**config.mk**
```make
export PLATFORM = sky130hd
export DESIGN_NAME = fir_in_stage
export DESIGN_NICKNAME = d
export VERILOG_FILES = /design/src/rtl/fir_pkg.sv /design/src/rtl/sync_fifo.sv /design/src/rtl/fir_in_stage.sv
export SDC_FILE = /design/constraint.sdc
export NUM_CORES = 1
export LEC_CHECK = 0
export BUFFER_PORTS_ARGS = -buffer_cell sky130_fd_sc_hd__buf_2
export CAP_MARGIN = 20
export CORE_ASPECT_RATIO = 1.5
export CORE_MARGIN = 2
export CORE_UTILIZATION = 50
export DETAILED_ROUTE_END_ITERATION = 16
export PLACE_DENSITY = 0.76
export SLEW_MARGIN = 5
export SYNTH_ARGS = -nofsm -noshare
export SYNTH_HDL_FRONTEND = slang
export SYNTH_SLANG_ARGS = --single-unit
```
**constraint.sdc**
```tcl
create_clock -name CLK -period 2.3 [get_ports CLK]
set_clock_uncertainty 0.05 [all_clocks]
set_input_delay 0.115 -clock CLK [delete_from_list [all_inputs] [get_ports CLK]]
set_output_delay 0.115 -clock CLK [all_outputs]
set_load 0.02 [all_outputs]
```
**src/rtl/fir_pkg.sv**
```systemverilog
// Shared constants and FSM encoding for the FIR front end, the filter and the bench.
package fir_pkg;
    localparam int NB         = 8;
    localparam int NTAPS      = 9;
    localparam int FIFO_DEPTH = 4;
    localparam int CNT_W      = 16;

    typedef enum logic [1:0] {
        IDLE      = 2'd0,
        LOAD_COEF = 2'd1,
        STREAM    = 2'd2
    } state_t;
endpackage

```
**src/rtl/sync_fifo.sv**
```systemverilog
// Small synchronous FIFO with registered occupancy, synchronous flush and
// a combinational head so the caller can register it on pop.
module sync_fifo #(
    parameter int WIDTH = 8,
    parameter int DEPTH = 4
) (
    input  logic             clk,
    input  logic             i_rst_n,
    input  logic             i_flush,
    input  logic             i_push,
    input  logic             i_pop,
    input  logic [WIDTH-1:0] i_din,
    output logic [WIDTH-1:0] o_dout,
    output logic             o_full,
    output logic             o_empty
);
    localparam int AW = $clog2(DEPTH);

    logic [WIDTH-1:0] r_mem [DEPTH];
    logic [AW-1:0]    r_wr_ptr;
    logic [AW-1:0]    r_rd_ptr;
    logic [AW:0]      r_count;
    logic             w_push;
    logic             w_pop;

    // Guard against a caller pushing into a full or popping an empty buffer.
    assign w_push  = i_push && !o_full;
    assign w_pop   = i_pop && !o_empty;
    assign o_full  = (r_count == (AW+1)'(DEPTH));
    assign o_empty = (r_count == '0);
    assign o_dout  = r_mem[r_rd_ptr];

    always_ff @(posedge clk) begin
        if (!i_rst_n || i_flush) begin
            r_wr_ptr <= '0;
            r_rd_ptr <= '0;
            r_count  <= '0;
        end else begin
            if (w_push) r_wr_ptr <= r_wr_ptr + 1'b1;
            if (w_pop)  r_rd_ptr <= r_rd_ptr + 1'b1;
            case ({w_push, w_pop})
                2'b10:   r_count <= r_count + 1'b1;
                2'b01:   r_count <= r_count - 1'b1;
                default: r_count <= r_count;
            endcase
        end
    end

    always_ff @(posedge clk) begin
        if (w_push) r_mem[r_wr_ptr] <= i_din;
    end
endmodule

```
**src/rtl/fir_in_stage.sv**
```systemverilog
// Byte-stream front end for the Fir core: the first NTAPS bytes after LOAD become
// coefficients, later bytes are buffered and issued as DOUT/VOUT samples.
module fir_in_stage #(
    parameter int NB         = fir_pkg::NB,
    parameter int NTAPS      = fir_pkg::NTAPS,
    parameter int FIFO_DEPTH = fir_pkg::FIFO_DEPTH
) (
    input  logic                      CLK,
    input  logic                      RST_n,
    input  logic                      LOAD,
    input  logic [NB-1:0]             S_DATA,
    input  logic                      S_VALID,
    output logic                      S_READY,
    input  logic                      STALL,
    output logic [NB-1:0]             DOUT,
    output logic                      VOUT,
    output logic [NB-1:0]             B0,
    output logic [NB-1:0]             B1,
    output logic [NB-1:0]             B2,
    output logic [NB-1:0]             B3,
    output logic [NB-1:0]             B4,
    output logic [NB-1:0]             B5,
    output logic [NB-1:0]             B6,
    output logic [NB-1:0]             B7,
    output logic [NB-1:0]             B8,
    output logic                      COEF_OK,
    output logic [fir_pkg::CNT_W-1:0] SAMPLE_CNT
);
    import fir_pkg::*;

    localparam int            IDX_W    = $clog2(NTAPS);
    localparam logic [IDX_W-1:0] LAST_IDX = IDX_W'(NTAPS - 1);

    state_t            r_state;
    state_t            w_state_next;
    logic [IDX_W-1:0]  r_idx;
    logic [NB-1:0]     r_coef [NTAPS];
    logic [NB-1:0]     r_dout;
    logic              r_vout;
    logic              r_coef_ok;
    logic [CNT_W-1:0]  r_sample_cnt;

    logic              w_s_ready;
    logic              w_coef_we;
    logic              w_push;
    logic              w_pop;
    logic              w_fifo_full;
    logic              w_fifo_empty;
    logic [NB-1:0]     w_fifo_head;

    always_ff @(posedge CLK) begin
        if (!RST_n) r_state <= IDLE;
        else        r_state <= w_state_next;
    end

    // LOAD overrides every state and swallows any byte offered on the same edge.
    always_comb begin
        w_state_next = r_state;
        w_s_ready    = 1'b0;
        w_coef_we    = 1'b0;
        w_push       = 1'b0;
        w_pop        = 1'b0;
        case (r_state)
            IDLE: begin
                w_s_ready = 1'b0;
            end
            LOAD_COEF: begin
                w_s_ready = 1'b1;
                w_coef_we = S_VALID && !LOAD;
                if (w_coef_we && (r_idx == LAST_IDX)) w_state_next = STREAM;
            end
            STREAM: begin
                w_s_ready = !w_fifo_full;
                w_push    = S_VALID && !w_fifo_full && !LOAD;
                w_pop     = !w_fifo_empty && !STALL && !LOAD;
            end
            default: w_state_next = IDLE;
        endcase
        if (LOAD) w_state_next = LOAD_COEF;
    end

    sync_fifo #(
        .WIDTH (NB),
        .DEPTH (FIFO_DEPTH)
    ) u_fifo (
        .clk     (CLK),
        .i_rst_n (RST_n),
        .i_flush (LOAD),
        .i_push  (w_push),
        .i_pop   (w_pop),
        .i_din   (S_DATA),
        .o_dout  (w_fifo_head),
        .o_full  (w_fifo_full),
        .o_empty (w_fifo_empty)
    );

    always_ff @(posedge CLK) begin
        if (!RST_n) begin
            r_idx        <= '0;
            r_dout       <= '0;
            r_vout       <= 1'b0;
            r_coef_ok    <= 1'b0;
            r_sample_cnt <= '0;
        end else if (LOAD) begin
            r_idx        <= '0;
            r_vout       <= 1'b0;
            r_coef_ok    <= 1'b0;
            r_sample_cnt <= '0;
        end else begin
            r_vout <= w_pop;
            if (w_pop) begin
                r_dout       <= w_fifo_head;
                r_sample_cnt <= r_sample_cnt + 1'b1;
            end
            if (w_coef_we) begin
                r_idx <= r_idx + 1'b1;
                if (r_idx == LAST_IDX) r_coef_ok <= 1'b1;
            end
        end
    end

    // Coefficients survive a reload until their own slot is rewritten.
    generate
        for (genvar gi = 0; gi < NTAPS; gi++) begin : g_coef
            always_ff @(posedge CLK) begin
                if (!RST_n)
                    r_coef[gi] <= '0;
                else if (w_coef_we && (r_idx == IDX_W'(gi)))
                    r_coef[gi] <= S_DATA;
            end
        end
    endgenerate

    assign S_READY    = w_s_ready;
    assign DOUT       = r_dout;
    assign VOUT       = r_vout;
    assign COEF_OK    = r_coef_ok;
    assign SAMPLE_CNT = r_sample_cnt;
    assign B0 = r_coef[0];
    assign B1 = r_coef[1];
    assign B2 = r_coef[2];
    assign B3 = r_coef[3];
    assign B4 = r_coef[4];
    assign B5 = r_coef[5];
    assign B6 = r_coef[6];
    assign B7 = r_coef[7];
    assign B8 = r_coef[8];
endmodule

```
After elaboration in Yosys (flattened, before gate mapping)
Memory sizes are Yosys's and may differ from the RTL's. A register that Yosys moved wholly into a read port is not among the register bits.
Index checks and enable logic that the tools add are counted.
{ "op_classes": {"n_addsub": 6, "eq_ne": 16, "mux": 47, "n_bitwise": 12, "n_reduce_logical": 34} }
{ "ops": {"columns": ["cell", "n"], "rows": [
  ["2-to-1 mux 8 bit", 9],
  ["2-to-1 mux 1 bit", 34],
  ["logical AND 1 bit", 17],
  ["adder 16 x 1 -> 16 bit, second input constant", 1],
  ["equality test 4 x 3 -> 1 bit, second input constant", 4],
  ["bitwise OR 1 bit", 9],
  ["equality test 4 x 2 -> 1 bit, second input constant", 2],
  ["AND reduction 2 bit", 4],
  ["zero test 1 bit", 6],
  ["case mux 3 bit (2 select lines)", 1],
  ["adder 2 x 1 -> 2 bit, second input constant", 2],
  ["adder 4 x 1 -> 4 bit, second input constant", 1],
  ["equality test 2 x 1 -> 1 bit, second input constant", 2],
  ["equality test 2 bit, second input constant", 2],
  ["equality test 4 x 1 -> 1 bit, second input constant", 1],
  ["equality test 4 bit, second input constant", 1],
  ["zero test 4 bit", 1],
  ["case mux 2 bit (2 select lines)", 1],
  ["OR reduction 2 bit", 2],
  ["adder 3 x 1 -> 3 bit, second input constant", 1],
  ["equality test 3 bit, second input constant", 1],
  ["zero test 3 bit", 1],
  ["inequality test 3 bit, second input constant", 1],
  ["NOT 1 bit", 3],
  ["8 further kinds", 8]
]} }
{ "word_totals": {"reg_bits": 31, "ram_bits": 104, "in_bits": 13, "out_inout_bits": 99, "word_cells": 126, "n_memories": 2} }
{ "memory_table": {"columns": ["memory", "depth", "width", "rd", "rd_clocked_by_memory_dff", "write_ports", "line", "source"], "rows": [
  ["r_coef", 9, 8, 9, 0, 9, "fir_in_stage.sv:37", "logic [NB-1:0] r_coef [NTAPS];"],
  ["u_fifo.r_mem", 4, 8, 1, 1, 1, "sync_fifo.sv:19", "logic [WIDTH-1:0] r_mem [DEPTH];"]
]} }

Logic depth before layout (Yosys ltp)
Gate-level depths: netlist (run 1).
{ "logic_depth": {"depth_word": 8, "depth_mapped": 12, "mapped_depth_nobuf": 11} }

By module
A second synthesis (run 1) with hierarchy kept.
{ "unflattened": {"hier_cells": 437, "area_unflattened_um2": 5865.6} }
{ "modules_own_cells": {"columns": ["mod", "instances", "cells_each", "area_each_um2", "seq_area_each_um2"], "rows": [
  ["fir_in_stage", 1, 340, 4231.6, 2802.7],
  ["sync_fifo", 1, 97, 1634.1, 1141.1]
]} }

Worst setup path after synthesis (run 1)
Ideal clock, no wire load.
{ "synth_path": {"path_type": "register to register", "from": "register r_state[0]", "to": "register u_fifo.r_count[2]", "setup_time_ns": 0.070, "t_arrival_ns": 2.442, "required_ns": 2.180, "slack_ns": -0.262, "stages_incl_launch_ff": 13, "n_path_buf": 1, "period_less_slack_ns": 2.562, "path_cell_list": "dfxtp_1 > inv_1 > ha_1 > nor3b_1 > nand2_1 > inv_1 > buf_2 > ha_1 > inv_1 > fa_1 > xor2_1 > or3_1 > a21oi_1"} }
{ "synth_via": {"elab_chain_len": 5, "elab_cells_between_ends": 9, "classes_between": "3 x eq/ne; 3 x mux; 3 x reduce/logical"} }
{ "synth_rtl": {"columns": ["item", "line", "source"], "rows": [
  ["from (decl)", "fir_in_stage.sv:34", "state_t r_state;"],
  ["from (signal assigned)", "fir_in_stage.sv:53", "else r_state <= w_state_next;"],
  ["equality test 2 bit (*)", "fir_in_stage.sv:63", "case (r_state)"],
  ["2-to-1 mux 1 bit (*)", "fir_in_stage.sv:63", null],
  ["logical AND 1 bit (*)", "sync_fifo.sv:28", "assign w_pop = i_pop && !o_empty;"],
  ["net u_fifo.w_pop", "sync_fifo.sv:24", "logic w_pop;"],
  ["equality test 2 x 1 -> 1 bit or equality test 2 bit (tied branches)", "sync_fifo.sv:41", "case ({w_push, w_pop})"],
  ["case mux 3 bit (2 select lines) or nonzero test 2 bit (tied branches)", null, null],
  ["to (signal assigned)", "sync_fifo.sv:42", "2'b10: r_count <= r_count + 1'b1;"],
  ["to (signal assigned)", "sync_fifo.sv:43", "2'b01: r_count <= r_count - 1'b1;"],
  ["to (signal assigned)", "sync_fifo.sv:44", "default: r_count <= r_count;"],
  ["to (decl)", "sync_fifo.sv:22", "logic [AW:0] r_count;"]
]} }
The timed path passes the listed nets; every way through them passes the cells marked *.
A chain may end at the register's enable or synchronous reset.

Worst setup path in the final report (run 1)
{ "layout_path": {"from": "register r_state[0]", "to": "register u_fifo.r_count[2]"} }
{ "layout_via": {"elab_chain_len": 5, "elab_cells_between_ends": 9, "classes_between": "3 x eq/ne; 3 x mux; 3 x reduce/logical"} }
{ "layout_rtl": {"columns": ["item", "line"], "rows": [
  ["equality test 2 bit (*)", "fir_in_stage.sv:63"],
  ["2-to-1 mux 1 bit", "fir_in_stage.sv:63"],
  ["logical AND 1 bit, on equally long branches", "sync_fifo.sv:28, sync_fifo.sv:27"],
  ["equality test 2 x 1 -> 1 bit or equality test 2 bit (tied branches)", "sync_fifo.sv:41"],
  ["case mux 3 bit (2 select lines) or nonzero test 2 bit (tied branches)", null]
]} }
Mark *: on every way between the ends. The rest lies on a longest branch, timed or not.

==> metrics.md, run 1 <==
| Metric | Value |
|---|---|
| N_diodes | 0 |
| Max Cap Violations | 0 |
| Clk pwr share | 48.2% |
| Layout Area Growth over Synthesis | 25.23% |
| Flop pwr share | 47.7% |
| Max_slew headroom | 58.46% |
| Part of the cycle the worst path needs | 95.44% |
| Async set-reset flop share out of synthesis | 0% |
| WP data required | 2.59 ns |
| Setup Viol. Count Final | 0 |
| CTS max path bufs | 2 |
| Cell Rows | 48 |
| Mapped cell area | 5793 um^2 |
| Area of the multi-input gates | 1802 um^2 |
| Worst r2r src | r_state[0]$_SDFFE_PN0P_ |
| Hold buffers post-CTS | 0 |
| Worst-path clk slew | 0.06 ns |
| Worst VDD drop | 0.5846 mV |
| R2r worst-path depth | 12 |
| First-pass GRT wire length | 19140 um |
| Vias in the first global route | 3898 |
| Reg-to-reg endpoint | u_fifo.r_count[2]$_SDFFE_PP0P_ |
| Largest net degree at the start of global routing | 31 |
| Post-route DRC | 0 |
| EDFF count, synth | 104 |
| Fin. max-slew vios | 0 |
| CTS tree | built |
| Synth area leaders | edfxtp_1, dfxtp_1, and2_1 |
| Vias/cell | 5.249 |
| Clock latency on the worst-skew pair | 0.41 ns |
| Reg area | 3905 um^2 |
| Tightest Pin Transition | 0.6222 ns |
| Via count | 3816 |
| Switch share | 20.70% |
| Post-synthesis register bit count | 143 |
| Clock Sinks | 143 |
| Dpl ws | -0.01004 ns |
| Flop2flop setup slack | 0.10 ns |
| Outcome | finished clean |
| Critical path startpoint category | register |
| Min-delay src | LOAD |
| Yosys cell types | 41 |
| H-tree Lvls | 4 |
| Sw power | 0.001222 W |
| Most frequent cells in the layout | buf_2, edfxtp_1, and2_1, dfxtp_1, nor2_1 |
| DP HPWL | 8448 um |
| Die W | 91.89 um |
| Final hold vios | 0 |
| Synth Area per Inst | 13.44 um^2 |
| Leak | 2.867 nW |
| HP Class | in -> reg |
| Clock root cell | clkbuf_16 |
| Synth top area share | 53.91% |
| Seq/Total Area, Yosys | 67.39% |
| Kind of critical path | reg -> reg |
| Starting DRC count in detailed routing | 178 |
| Syn_nets | 458 |
| Hold Path Cell Cnt | 2 |
| Placer Congestion | 0.7978 |
| Drt total wl | 12260 um |
| Share of cells above drive strength 1 | 31.37% |
| CTS Buf Count | 17 |
| Die ar. | 12480 um^2 |
| Pwr Density | 813.9 nW/um^2 |
| Combinational power share | 4.0% |
| Worst endpoint data arrival time | 2.49 ns |
| DRT antenna net count | 0 |
| Layout net count | 591 |
| Initial antenna violation count | 0 |
| Setup slack after layout | 0.1049 ns |
| Core Area | 11410 um^2 |
| Filler cells | 856 |
| Syn. warnings | 0 |
| Most common cell after layout, fill and taps aside | buf_2 |
| Port buffer count | 111 |
| Main synth FF type | edfxtp_1 |
| Core Util, Final | 63.57% |
| Worst hold endpoint | r_state[0]$_SDFFE_PN0P_ |
| Ports | 112 |
| Starting Density | 50.77% |
| Pint | 0.004683 W |
| Routed WL per cell | 16.87 um |
| Dominant cell type by area after synthesis | edfxtp_1 |
| Remaining Overflow, GRT | 0 |
| Global Route Usage Sum | 20.57% |
| CP endpoint kind | register |
| Total iterations of the first detailed-routing run | 4 |
| Post-Synthesis Cells | 431 |
| Fmax | 455.6 MHz |
| Chip height | 135.8 um |
| Min Tclk post-route | 2.195 ns |
| Worst Path Max Fanout | 5 |
cells in the mapped netlist, drive strengths merged, types with 2 or more instances:
library cell,count
ha,13
nand2,29
nand4,5
nand3,7
o21ai,14
dfxtp,39
or2,2
or3,5
inv,13
edfxtp,104
a21boi,8
o31ai,5
and3,8
or4,7
a21oi,14
xor2,9
clkbuf,7
mux4,8
nand4b,2
nor2b,2
nor3b,3
xnor2,4
nand3b,2
and2,69
nand2b,3
buf,8
nor2,32
worst max path at each step:
stage | endpoint | start | slack, ns
6_report | u_fifo.r_count[2]$_SDFFE_PP0P_ | r_state[0]$_SDFFE_PN0P_ | 0.10
5_1_grt | u_fifo.r_count[2]$_SDFFE_PP0P_ | r_state[0]$_SDFFE_PN0P_ | -0.01
4_1_cts | u_fifo.r_count[2]$_SDFFE_PP0P_ | r_state[0]$_SDFFE_PN0P_ | 0.05
3_5_place_dp | u_fifo.r_count[2]$_SDFFE_PP0P_ | r_state[0]$_SDFFE_PN0P_ | -0.01
3_3_place_gp | u_fifo.r_count[2]$_SDFFE_PP0P_ | r_state[0]$_SDFFE_PN0P_ | 0.12
2_1_floorplan | u_fifo.r_count[2]$_SDFFE_PP0P_ | r_state[0]$_SDFFE_PN0P_ | 0.02
critical path: stages (launching register included):
cell      delay (ns)
dfxtp_1         0.35
inv_2           0.07
ha_4            0.16
buf_4           0.14
nand3b_1        0.08
a21oi_1         0.06
inv_1           0.06
ha_2            0.18
inv_1           0.06
fa_2            0.34
xor2_1          0.16
or3_1           0.30
a21oi_1         0.13
per-layer routing:
metal	global-route usage, %	wire (um)
met1	21.13	4648
met2	37.54	6671
met3	6.763	726
met4	9.619	217
met5	0	0
area by class of cell:
type	count	area share, %
clock buffers	18	5.916
clock inverters	14	2.639
inverters	13	0.6726
multi-input cells	260	24.84
flip-flops and latches	143	53.83
well taps	150	2.587
repair buffers	129	9.521
kinds of logic (layout without fill, tap and decap cells):
family	after synthesis	in the layout	synth area share (%)
simple gates	181	181	17.80
flops	143	143	67.39
compound gates	43	43	4.363
buf+inv	28	174	2.052
fa+ha+maj	14	14	3.153
xor+xnor	13	13	1.965
mux	9	9	3.283
per-stage QoR:
step / power, W / instances / area [um^2] / TNS (ns) / hold slack, ns
floorplan: 0.002992 / 431 / 5823 / 0 / 0.1639
finish: 0.005905 / 727 / 7254 / 0 / 0.02922
detailed placement: 0.003110 / 692 / 6603 / -0.01004 / 0.4058
global placement: 0.003104 / 692 / 6603 / 0 / 0.4042
CTS: 0.005930 / 725 / 7233 / 0 / 0.008206
global route: 0.006032 / 727 / 7254 / -0.01213 / 0.02365
power groups by stage:
stage / registers, W / logic (W) / clock network, W
2_1_floorplan: 0.00294 / 0.0000524 / 0
3_3_place_gp: 0.00287 / 0.000231 / 0
3_5_place_dp: 0.00287 / 0.000238 / 0
4_1_cts: 0.00282 / 0.000238 / 0.00287
5_1_grt: 0.00282 / 0.000252 / 0.00296
6_report: 0.00282 / 0.000237 / 0.00285
flip-flops by register name, indices dropped and copies added, names as in the netlist:
signal,count
COEF_OK,1
r_state,2
u_fifo.r_mem,32
VOUT,1
r_coef,72
r_idx,4
u_fifo.r_wr_ptr,2
DOUT,8
u_fifo.r_rd_ptr,2
u_fifo.r_count,3
SAMPLE_CNT,16
timing repair:
item | in CTS | in global routing
resized for setup | 1 | 3
endpoints found under the setup margin | 1 | 1
pin swaps | 0 | 2
buffers inserted | 1 | 2
Power figures use the tool's default switching activity.
==> run 2: changes to the inputs <==
--- a/config.mk
+++ b/config.mk
@@ -8,3 +8,2 @@
 export BUFFER_PORTS_ARGS = -buffer_cell sky130_fd_sc_hd__buf_2
-export CAP_MARGIN = 20
 export CORE_ASPECT_RATIO = 1.5
--- a/constraint.sdc
+++ b/constraint.sdc
@@ -4,2 +4,2 @@
 set_output_delay 0.115 -clock CLK [all_outputs]
-set_load 0.02 [all_outputs]
+set_load 0.1 [all_outputs]
==> run 2 against run 1 <==
Worst setup slack better by 0.0045 ns. First-iteration DRC count down 13%. Design area down 0.78%. Clock-buffer cell count unchanged. Hold slack better by 0.018 ns. Critical path depth down 1. Via count down 0.45%. Sequential share of layout area up 0.51 points. Combinational power up 120%. Highest routed layer unchanged.
==> metrics.md, run 2 (synthesis gave the netlist of run 1 again) <==
| Metric | Value |
|---|---|
| Outcome | finished clean |
| Largest net degree at the start of global routing | 31 (unchanged) |
| DRT antenna net count | 0 (unchanged) |
| Reg area | 3911 um^2 (+0.16%) |
| Met3 WL | 660 um (-9.1%) |
| Setup slack after layout | 0.1094 ns (+0.004482 ns) |
| Vias in the first global route | 3878 (-0.51%) |
| Core Area | 11410 um^2 (unchanged) |
| Total iterations of the first detailed-routing run | 5 (+1) |
| Filler cells | 885 (+3.4%) |
| Starting DRC count in detailed routing | 154 (-13%) |
| Worst-path clk slew | 0.07 ns (about the same) |
| Worst VDD drop | 0.5804 mV (-0.73%) |
| Cell Rows | 48 (unchanged) |
| Kind of critical path | reg -> reg |
| Global Route Usage Sum | 20.73% (+0.16 points) |
| First-pass GRT wire length | 19290 um (+0.76%) |
| Max FFs per register | 72 (unchanged) |
| Die ar. | 12480 um^2 (unchanged) |
| Routed WL per cell | 17.21 um (+2.0%) |
| N_diodes | 0 (unchanged) |
| Part of the cycle the worst path needs | 95.25% (-0.19 points) |
| Setup Viol. Count Final | 0 (unchanged) |
| Worst Path Max Fanout | 6 (+1) |
| Dpl ws | -0.02033 ns (-0.01030 ns) |
| Post-route DRC | 0 (unchanged) |
| DP HPWL | 8713 um (+3.1%) |
| Top sig layer | met4 |
| Unrepaired setup endpoints after global routing | yes |
| Fin. max-slew vios | 0 (unchanged) |
| Layout Area Growth over Synthesis | 24.25% |
| CTS tree | built |
| Starting Density | 50.77% (unchanged) |
| CP endpoint kind | register |
| Share of cells above drive strength 1 | 32.58% (+1.2 points) |
| CTS max path bufs | 2 (unchanged) |
| Leak | 2.843 nW (-0.82%) |
| Placer Congestion | 0.8060 (+1.0%) |
| CTS Buf Count | 17 (unchanged) |
| Met1 WL | 4700 um (+1.1%) |
| Most common cell after layout, fill and taps aside | buf_2 |
| Layout net count | 591 (unchanged) |
| Drt total wl | 12510 um (+2.0%) |
| Wire length on met2 | 6819 um (+2.2%) |
| WP data required | 2.59 ns (about the same) |
| Post-layout power | 0.005894 W (-0.18%) |
| Clock root cell | clkbuf_16 |
| Max_slew headroom | 56.29% (-2.2 points) |
| Clock latency on the worst-skew pair | 0.42 ns (about the same) |
| Die W | 91.89 um (unchanged) |
| Remaining Overflow, GRT | 0 (unchanged) |
| Ports | 112 (unchanged) |
| Critical path startpoint category | register |
| Most frequent cells in the layout | buf_2, edfxtp_1, and2_1, dfxtp_1, nor2_1 |
| H-tree Lvls | 4 (unchanged) |
| HP Class | in -> reg |
| Pwr Density | 818.8 nW/um^2 (+0.60%) |
| Final hold vios | 0 (unchanged) |
| Initial antenna violation count | 0 (unchanged) |
| Port buffer count | 111 (unchanged) |
| Tightest Pin Transition | 0.6548 ns (+0.03259 ns) |
| Min Tclk post-route | 2.191 ns (-0.004482 ns) |
| Via count | 3799 (-0.45%) |
| Clock Sinks | 143 (unchanged) |
| Vias/cell | 5.226 (-0.45%) |
| Biggest register | r_coef |
| Fmax | 456.5 MHz (+0.20%) |
| Worst endpoint data arrival time | 2.49 ns (about the same) |
| Area of the multi-input gates | 1805 um^2 (+0.21%) |
| Max Cap Violations | 0 (unchanged) |
| Chip height | 135.8 um (unchanged) |
run 2: cell types whose count changed in the layout (fill, tap and decap cells not counted):
cell           previous run  this run
dfxtp_2                   1         6
bufinv_16                 4         0
dlygate4sd3_1             0         1
a21oi_1                  14        13
dfxtp_1                  38        33
buf_4                    18        17
clkinvlp_4                2         1
inv_8                     0         2
inv_6                     1         7
clkinv_4                  4         3
a21oi_2                   0         1
clkinv_1                  2         0
run 2: routing by layer:
layer	up-vias	track usage (%)
met4	0	9.784
li1	1805	-
met1	1856	22.18
met5	-	0
met2	117	37.79
met3	21	5.543
run 2: timing repair:
item / 4_1_cts / 5_1_grt
hold endpoints to repair: 1 / 0
buffers inserted: 0 / 3
endpoints found under the setup margin: 1 / 1
hold buffers: 1 / 0
pin swaps: 0 / 3
resized for setup: 3 / 4
run 2: metrics by stage:
| step | instances | setup TNS, ns | util [%] | cell area [um^2] | hold slack, ns |
|---|---|---|---|---|---|
| after global placement | 691 | 0 | 57.84 | 6600 | 0.4052 |
| final | 727 | 0 | 63.08 | 7198 | 0.04722 |
| after CTS | 724 | 0 | 62.84 | 7171 | 0.03291 |
| after global routing | 727 | -0.02764 | 63.08 | 7198 | 0.04340 |
| after floorplan | 431 | -0.02869 | - | 5824 | 0.1639 |
| after detailed placement | 691 | -0.02033 | 57.84 | 6600 | 0.4057 |
run 2: path summary, 6_finish.rpt:
path | startpoint | endpoint | slack, ns | depth (start not counted)
worst min register to register | DOUT[2]$_SDFFE_PN0P_ | DOUT[2]$_SDFFE_PN0P_ | 0.41 | 2
worst max-delay path | r_state[0]$_SDFFE_PN0P_ | u_fifo.r_count[2]$_SDFFE_PP0P_ | 0.11 | 11
worst min-delay path | S_DATA[1] | u_fifo.r_mem[0][1]$_DFFE_PP_ | 0.05 | 1
worst max register to register | r_state[0]$_SDFFE_PN0P_ | u_fifo.r_count[2]$_SDFFE_PP0P_ | 0.11 | 11
run 2: worst max-delay path: stages, from the launching register on:
cell,delay [ns]
dfxtp_2,0.32
inv_2,0.06
ha_4,0.15
nor3b_4,0.21
nand2_2,0.08
inv_2,0.06
ha_2,0.16
inv_1,0.05
fa_2,0.34
xor2_1,0.16
or3_1,0.33
a21oi_2,0.14
run 2: where the power goes:
part,switching (W),total [W],internal [W]
clock network,0.00112,0.00254,0.00142
logic,0.000467,0.000532,0.0000652
registers,0.0000149,0.00282,0.00280
run 2: cell type report:
class	instances	share of cell area, %
flip-flops and latches	143	54.34
multi-input cells	260	25.08
repair buffers	129	9.630
clock buffers	18	5.962
well taps	150	2.607
clock inverters	14	1.703
inverters	13	0.6779
